===== src/rtl/trace_monitor.sv =====
// -----------------------------------------------------------------------------
// trace_monitor
//   Retire-event tracer. Captures up to NCH commit-event channels (reg, csr,
//   store) into a DEPTH-entry buffer, stamping each record with a free-running
//   cycle count. It also detects the tohost store (done) and the cycle-budget
//   expiry (timeout). Records drain over a valid/ready port.
//
// Ports
//   clock / reset        rising-edge clock, asynchronous active-low reset
//   ev_valid[NCH]        per-channel event strobe
//   ev_pc/addr/data      channel i occupies [i*XLEN +: XLEN]
//   ev_strb[NCH*4]       byte strobes, meaningful only on the store channel
//   host_addr            tohost address, compared on word granularity
//   out_*                head record; out_valid/out_ready handshake
//   drop_count           saturating count of events that were not captured
//   done / done_code     sticky tohost-store flag and its store data
//   timeout              sticky cycle-budget-expired flag
// -----------------------------------------------------------------------------
module trace_monitor #(
  parameter int XLEN    = 32,
  parameter int DEPTH   = 16,
  parameter int NCH     = 3,
  parameter int MAXTIME = 10000000
) (
  input  logic                      clock,
  input  logic                      reset,
  input  logic [NCH-1:0]            ev_valid,
  input  logic [NCH*XLEN-1:0]       ev_pc,
  input  logic [NCH*XLEN-1:0]       ev_addr,
  input  logic [NCH*XLEN-1:0]       ev_data,
  input  logic [NCH*4-1:0]          ev_strb,
  input  logic [XLEN-1:0]           host_addr,
  output logic                      out_valid,
  input  logic                      out_ready,
  output logic [$clog2(NCH)-1:0]    out_ch,
  output logic [31:0]               out_time,
  output logic [XLEN-1:0]           out_pc,
  output logic [XLEN-1:0]           out_addr,
  output logic [XLEN-1:0]           out_data,
  output logic [3:0]                out_strb,
  output logic [15:0]               drop_count,
  output logic                      done,
  output logic [XLEN-1:0]           done_code,
  output logic                      timeout
);

  localparam int CHW = $clog2(NCH);
  localparam int CW  = $clog2(NCH + 1);
  localparam int AW  = $clog2(DEPTH);
  localparam int ST  = NCH - 1;   // store channel index

  typedef enum logic [1:0] {
    ST_RUN     = 2'd0,
    ST_DONE    = 2'd1,
    ST_TIMEOUT = 2'd2
  } state_e;

  // Number of set bits in the effective-valid vector
  function automatic logic [CW-1:0] count_ones(input logic [NCH-1:0] v);
    logic [CW-1:0] n;
    n = '0;
    for (int i = 0; i < NCH; i++) begin
      n = n + CW'(v[i]);
    end
    return n;
  endfunction

  state_e           state_q, state_d;
  logic [31:0]      cycle_q, cycle_d;
  logic [AW:0]      wr_ptr_q, wr_ptr_d, rd_ptr_q, rd_ptr_d;
  logic [15:0]      drop_q, drop_d;
  logic [XLEN-1:0]  done_code_q, done_code_d;

  logic             out_valid_q, out_valid_d;
  logic [CHW-1:0]   out_ch_q, out_ch_d;
  logic [31:0]      out_time_q, out_time_d;
  logic [XLEN-1:0]  out_pc_q, out_pc_d, out_addr_q, out_addr_d, out_data_q, out_data_d;
  logic [3:0]       out_strb_q, out_strb_d;

  // Buffer storage, one array per record field
  logic [CHW-1:0]   mem_ch   [DEPTH];
  logic [31:0]      mem_time [DEPTH];
  logic [XLEN-1:0]  mem_pc   [DEPTH];
  logic [XLEN-1:0]  mem_addr [DEPTH];
  logic [XLEN-1:0]  mem_data [DEPTH];
  logic [3:0]       mem_strb [DEPTH];

  logic [NCH-1:0]   ev_eff;
  logic             host_hit, in_run, full, pop, wr_en, win_any;
  logic [CHW-1:0]   win_idx;
  logic [CW-1:0]    ev_cnt, drop_inc;
  logic [16:0]      drop_sum;
  logic [XLEN-1:0]  new_pc, new_addr, new_data;
  logic [3:0]       new_strb;
  logic [AW-1:0]    head_idx;
  logic             unused_bits;

  assign unused_bits = ^{host_addr[1:0], ev_strb[ST*4-1:0]};

  // Qualify events: a store with no byte enables is not an event at all
  always_comb begin
    ev_eff     = ev_valid;
    ev_eff[ST] = ev_valid[ST] & (|ev_strb[ST*4 +: 4]);
  end

  assign host_hit = ev_eff[ST] &&
                    (ev_addr[ST*XLEN + 2 +: XLEN-2] == host_addr[XLEN-1:2]);
  assign in_run   = (state_q == ST_RUN);
  assign full     = (wr_ptr_q[AW] != rd_ptr_q[AW]) &&
                    (wr_ptr_q[AW-1:0] == rd_ptr_q[AW-1:0]);
  assign pop      = out_valid_q && out_ready;
  assign ev_cnt   = count_ones(ev_eff);

  // Fixed-priority arbitration: lowest-index valid channel wins the write slot
  always_comb begin
    win_idx = '0;
    win_any = 1'b0;
    for (int i = NCH - 1; i >= 0; i--) begin
      if (ev_eff[i]) begin
        win_idx = CHW'(i);
        win_any = 1'b1;
      end else begin
        win_idx = win_idx;
      end
    end
  end

  // A full buffer still accepts a write when the head leaves in the same cycle
  assign wr_en    = in_run && win_any && (!full || pop);
  assign drop_inc = in_run ? (ev_cnt - CW'(wr_en)) : '0;
  assign drop_sum = {1'b0, drop_q} + 17'(drop_inc);
  assign drop_d   = drop_sum[16] ? 16'hFFFF : drop_sum[15:0];

  assign new_pc   = ev_pc  [win_idx*XLEN +: XLEN];
  assign new_addr = ev_addr[win_idx*XLEN +: XLEN];
  assign new_data = ev_data[win_idx*XLEN +: XLEN];
  assign new_strb = (win_idx == CHW'(ST)) ? ev_strb[ST*4 +: 4] : 4'h0;

  assign wr_ptr_d = wr_ptr_q + (AW+1)'(wr_en);
  assign rd_ptr_d = rd_ptr_q + (AW+1)'(pop);
  assign head_idx = rd_ptr_d[AW-1:0];
  assign cycle_d  = in_run ? (cycle_q + 32'd1) : cycle_q;

  // Control FSM: RUN until tohost store (priority) or budget expiry
  always_comb begin
    state_d     = state_q;
    done_code_d = done_code_q;
    case (state_q)
      ST_RUN: begin
        if (host_hit) begin
          state_d     = ST_DONE;
          done_code_d = ev_data[ST*XLEN +: XLEN];
        end else if (cycle_q == 32'(MAXTIME - 1)) begin
          state_d = ST_TIMEOUT;
        end else begin
          state_d = ST_RUN;
        end
      end
      ST_DONE:    state_d = ST_DONE;
      ST_TIMEOUT: state_d = ST_TIMEOUT;
      default:    state_d = ST_RUN;
    endcase
  end

  // Output register tracks the head as it will be after this edge, so a write
  // into an otherwise empty buffer is visible right after the writing edge.
  always_comb begin
    out_valid_d = (rd_ptr_d != wr_ptr_d);
    out_ch_d    = '0;
    out_time_d  = 32'd0;
    out_pc_d    = '0;
    out_addr_d  = '0;
    out_data_d  = '0;
    out_strb_d  = 4'h0;
    if (!out_valid_d) begin
      out_ch_d = '0;
    end else if (wr_en && (rd_ptr_d == wr_ptr_q)) begin
      out_ch_d   = win_idx;
      out_time_d = cycle_q;
      out_pc_d   = new_pc;
      out_addr_d = new_addr;
      out_data_d = new_data;
      out_strb_d = new_strb;
    end else begin
      out_ch_d   = mem_ch[head_idx];
      out_time_d = mem_time[head_idx];
      out_pc_d   = mem_pc[head_idx];
      out_addr_d = mem_addr[head_idx];
      out_data_d = mem_data[head_idx];
      out_strb_d = mem_strb[head_idx];
    end
  end

  // Buffer write port; contents need no reset since pointers define validity
  always_ff @(posedge clock) begin
    if (wr_en) begin
      mem_ch  [wr_ptr_q[AW-1:0]] <= win_idx;
      mem_time[wr_ptr_q[AW-1:0]] <= cycle_q;
      mem_pc  [wr_ptr_q[AW-1:0]] <= new_pc;
      mem_addr[wr_ptr_q[AW-1:0]] <= new_addr;
      mem_data[wr_ptr_q[AW-1:0]] <= new_data;
      mem_strb[wr_ptr_q[AW-1:0]] <= new_strb;
    end
  end

  // State, pointers, counters and output registers
  always_ff @(posedge clock or negedge reset) begin
    if (!reset) begin
      state_q     <= ST_RUN;
      cycle_q     <= 32'd0;
      wr_ptr_q    <= '0;
      rd_ptr_q    <= '0;
      drop_q      <= 16'd0;
      done_code_q <= '0;
      out_valid_q <= 1'b0;
      out_ch_q    <= '0;
      out_time_q  <= 32'd0;
      out_pc_q    <= '0;
      out_addr_q  <= '0;
      out_data_q  <= '0;
      out_strb_q  <= 4'h0;
    end else begin
      state_q     <= state_d;
      cycle_q     <= cycle_d;
      wr_ptr_q    <= wr_ptr_d;
      rd_ptr_q    <= rd_ptr_d;
      drop_q      <= drop_d;
      done_code_q <= done_code_d;
      out_valid_q <= out_valid_d;
      out_ch_q    <= out_ch_d;
      out_time_q  <= out_time_d;
      out_pc_q    <= out_pc_d;
      out_addr_q  <= out_addr_d;
      out_data_q  <= out_data_d;
      out_strb_q  <= out_strb_d;
    end
  end

  assign out_valid  = out_valid_q;
  assign out_ch     = out_ch_q;
  assign out_time   = out_time_q;
  assign out_pc     = out_pc_q;
  assign out_addr   = out_addr_q;
  assign out_data   = out_data_q;
  assign out_strb   = out_strb_q;
  assign drop_count = drop_q;
  assign done       = (state_q == ST_DONE);
  assign done_code  = done_code_q;
  assign timeout    = (state_q == ST_TIMEOUT);

endmodule

===== config.mk =====
export PLATFORM = sky130hd
export DESIGN_NAME = trace_monitor
export DESIGN_NICKNAME = d
export VERILOG_FILES = /design/src/rtl/trace_monitor.sv
export SDC_FILE = /design/constraint.sdc
export NUM_CORES = 2
export LEC_CHECK = 0
export CAP_MARGIN = 5
export CORE_ASPECT_RATIO = 1.4
export CORE_MARGIN = 5
export CORE_UTILIZATION = 56
export CTS_BUF_LIST = sky130_fd_sc_hd__clkbuf_4
export CTS_CLUSTER_SIZE = 12
export DETAILED_ROUTE_END_ITERATION = 12
export PLACE_DENSITY = 0.88
export SETUP_SLACK_MARGIN = 0.4
export SKIP_LAST_GASP = 1
export SLEW_MARGIN = 20
export SYNTH_ARGS = -nofsm -noshare
export SYNTH_HDL_FRONTEND = slang
export SYNTH_SLANG_ARGS = --single-unit

===== constraint.sdc =====
create_clock -name clock -period 14.94 [get_ports clock]
set_clock_uncertainty 0.2 [all_clocks]
set_input_delay 2.988 -clock clock [delete_from_list [all_inputs] [get_ports clock]]
set_output_delay 2.988 -clock clock [all_outputs]
set_load 0.02 [all_outputs]

==> summary.md <==
| Metric | Value |
|---|---|
| Top post-synthesis cells by count | `2,144 x edfxtp_1, 536 x mux4_2, 402 x mux2i_1` |
| Die Ht | `494.8 um` |
| Gates resized, CTS repair | `0` |
| Core Area | `167,500 um^2` |
| H-tree Lvls | `6` |
| Worst path slowest cell | `buf_4` |
| Full die area | `176,300 um^2` |
| Min Hold Slack | `0.2815 ns` |
| RSZ-0062 raised after global routing | `no` |
| Number of antenna violations at the first check in global routing | `7` |
| Max clock buf depth | `4` |
| Vias | `51,370` |
| Critical Path AT | `9.78 ns` |
| GRT Util Overall | `0.2762` |
| Most common cell in the synthesized netlist | `edfxtp_1` |
| Die W | `356.3 um` |
| DRT iter0 DRCs | `6,357` |
| #FFs+latches synth | `2,371` |
| Async S/R FF share, synth | `0.09574` |
| End of the worst hold path | `done_code[12]` |
| Register area share after synthesis | `0.7452` |
| Share of post-route cells with drive strength above 1 | `0.2927` |
| Status | `finished, final reports clean` |
| Vias/cell | `6.383` |
| Detailed placement HPWL | `122.8 mm` |
| Startpoint types | `input pin` |
| Reg power frac | `0.375` |
| Synth Instances | `4,497` |
| Sw Pwr | `6.532 mW` |
| HP Start | `done_code[12]` |
| Yosys Warn Count | `0` |
| Met1 layer usage reported by global route | `0.3483` |
| Max incr delay on CP | `0.98 ns` |
| Worst IR Drop VDD | `0.0003097 V` |
| WL/cell | `30.21 um` |
| Flop2flop setup slack | `8.24 ns` |
| Fin. Hold Viols | `0` |
| Post-synth EDFFs | `2,144` |
| DRC violations left | `0` |
| XOR/XNOR Fraction of Synth Area | `0.009303` |
| Setup TNS | `0 ns` |
| Leak pwr | `37.52 nW` |
| Most Used Layer, Global Route | `met2` |
| Met2 usage | `0.4573` |
| Worst-path clk slew | `0.07 ns` |
| Clock sinks | `2,371` |
| Largest net degree at the start of global routing | `158` |
| Slew Viols, Final | `0` |
| Mapped Area | `94,010 um^2` |
| CTS tree | `done` |
| Slew margin rel. | `0.2084` |
| Syn Nets | `4,845` |
| WP buf/inv | `4` |
| Ys flop type | `edfxtp_1` |
| Final ANT Viol Nets | `0` |
| FF-to-FF End | `drop_count[1]` |
| Grt ovf | `0` |
| Combinational fraction of design power | `0.366` |
| Crit end category | `flop` |
| Final wirelength | `243.2 mm` |
| Int Pwr | `13.77 mW` |
| Avg Cell Area, Syn | `20.91 um^2` |
| Power Total | `20.30 mW` |
| Top cell type's share of synthesized area | `0.6848` |
| Final min period | `8.732 ns` |
| MaxCap Viol Count | `0` |
| Top cells by area, synth | `edfxtp_1 68%, mux4_2 13%, dfrtp_1 6.0%, mux2i_1 4.3%, mux2_2 2.0%` |
| Mux contribution to synthesized area | `0.1982` |
| Fmax | `114.5 MHz` |
| Placer Congestion | `0.9490` |
| Vias in the first global route | `54,950` |
| Std cell rows | `178` |
| Hold_buf cts | `0` |
| Clock power frac | `0.259` |
| Worst path depth | `16` |
| Worst-path maximum fanout | `82` |
| Root Buffer Master | `clkbuf_4` |
| Final nets | `5,725` |
| Starting Density | `0.5613` |
| Fin util | `0.6499` |
| Worst path cell trace | `clkdlybuf4s50_1 > o41a_1 > nor3_1 > a311o_2 > inv_6 > buf_4 > ha_1 > fa_1 > nor2_1 > ha_1 > inv_1 > fa_1 > nor2_1 > and4_1 > nand4_1 > nand2_1` |
| Min-Delay Path Depth | `1` |
| Num CTS Buffers | `547` |
| Post-CTS Repair Setup Buffers | `0` |
| Synth Area in Adders | `0.001491` |
| Layout area overhead | `15.78%` |
| Drt first pass iters | `6` |
| Post-synthesis simple-gate area fraction | `0.01634` |
| Distinct cells, synth | `50` |
| Critical Path RT | `15.98 ns` |
| Final setup violation count | `0` |
| Cell taking the most area after synthesis | `edfxtp_1` |
| I/O Buffers | `512` |
| I/O pin count | `523` |
| Final worst-path cycle share | `0.5845` |
| GR Layer Usage met3 | `0.07414` |
| Switch share | `0.3218` |
| Clock latency on the worst-skew pair | `1.35 ns` |
| Main combinational cell family by area after synthesis | `multiplexers` |
| Worst reg2reg path depth | `15` |
| Min-delay worst type | `flop to flop` |
| PwrDens | `186.5 nW/um^2` |
| Global-route wire length before repair | `354.3 mm` |
| Crit Path Category | `input pin to flop` |
| Critical R2R Launch | `wr_ptr_q[2]` |
| Synth Area in Compound Gates | `0.01504` |
| Top Family by Delay on Critical Path | `buffers and inverters` |
| Slew at the pin with the worst max-slew slack | `1.187 ns` |
==> cell families (layout without fill, tap and decap cells) <==
group | count (synthesis) | in the layout
AOI/OAI and AO/OA | 279 | 279
xor gates and xnor gates | 93 | 93
adders and majority gates | 10 | 10
buffers and inverters | 288 | 1582
DFF | 2371 | 2371
muxes | 1163 | 1163
other | 0 | 7
and+or+nand+nor | 293 | 293
==> registers in the layout (all words and copies together) (netlist names), 2 cells and up <==
register / flops
cycle_q: 32
done_code: 32
drop_count: 16
mem_addr: 512
mem_ch: 32
mem_data: 512
mem_pc: 512
mem_strb: 64
mem_time: 512
out_addr: 32
out_ch: 2
out_data: 32
out_pc: 32
out_strb: 4
out_time: 32
rd_ptr_q: 5
state_q: 2
wr_ptr_q: 5
==> power by group through the flow <==
| stage | logic [mW] | clock network [mW] | registers [mW] |
|---|---|---|---|
| 2_1_floorplan | 5.16 | 0 | 7.90 |
| 3_3_place_gp | 7.11 | 0 | 7.76 |
| 3_5_place_dp | 7.34 | 0 | 7.76 |
| 4_1_cts | 7.44 | 5.34 | 7.62 |
| 5_1_grt | 7.89 | 5.71 | 7.63 |
| 6_report | 7.43 | 5.25 | 7.62 |
==> metal layers <==
layer | routed length (um) | vias to the layer above
met5 | 32 | -
met4 | 10190 | 4
met3 | 29860 | 715
met2 | 121900 | 4030
met1 | 81200 | 26030
li1 | - | 20590
==> cells in the final DEF (no fill, tap or decap), drive strengths merged, types with 2 or more instances in the layout <==
| master | n |
|---|---|
| edfxtp | 2144 |
| clkbuf | 816 |
| mux4 | 536 |
| clkdlybuf4s50 | 511 |
| mux2i | 402 |
| dfrtp | 227 |
| mux2 | 225 |
| nand3 | 157 |
| a21oi | 137 |
| o21ai | 136 |
| clkinv | 114 |
| buf | 91 |
| xor2 | 58 |
| inv | 33 |
| nand2 | 32 |
| xnor2 | 32 |
| nor2 | 26 |
| nand4 | 15 |
| bufinv | 15 |
| nor3 | 15 |
| nor4 | 14 |
| ha | 8 |
| diode | 7 |
| and3 | 7 |
| and2 | 6 |
| nor2b | 5 |
| nand2b | 4 |
| xor3 | 3 |
| and4 | 3 |
| a31oi | 3 |
| or2 | 2 |
| fa | 2 |
| clkinvlp | 2 |
==> how the worst max path moves through the flow <==
stage	startpoint	to	slack, ns
after floorplan	ev_strb[11]	mem_addr[10][0]	0.64
after global placement	ev_strb[11]	drop_count[4]	5.09
after detailed placement	ev_strb[10]	drop_count[0]	5.03
after CTS	ev_strb[10]	drop_count[1]	6.52
after global routing	ev_strb[10]	drop_count[4]	6.04
final	ev_strb[11]	drop_count[1]	6.21
==> area by class of cell <==
| class | instances | area [um^2] |
|---|---|---|
| Multi-Input combinational cell | 1838 | 22790 |
| Inverter | 17 | 68.82 |
| Clock inverter | 147 | 979.7 |
| Tap cell | 2250 | 2815 |
| Sequential cell | 2371 | 70060 |
| Antenna cell | 7 | 17.52 |
| Clock buffer | 816 | 6126 |
| Fill cell | 10640 | 58630 |
| Timing Repair Buffer | 602 | 5983 |
==> through the flow <==
step | instances | setup WS [ns] | area [um^2]
after detailed placement | 7077 | 5.034 | 101700
after CTS | 8040 | 6.516 | 108800
after global placement | 7077 | 5.093 | 101700
after floorplan | 4497 | 0.6432 | 94020
after global routing | 8045 | 6.037 | 108800
final | 8048 | 6.208 | 108800
No activity file was read; power rests on OpenSTA's default activity.
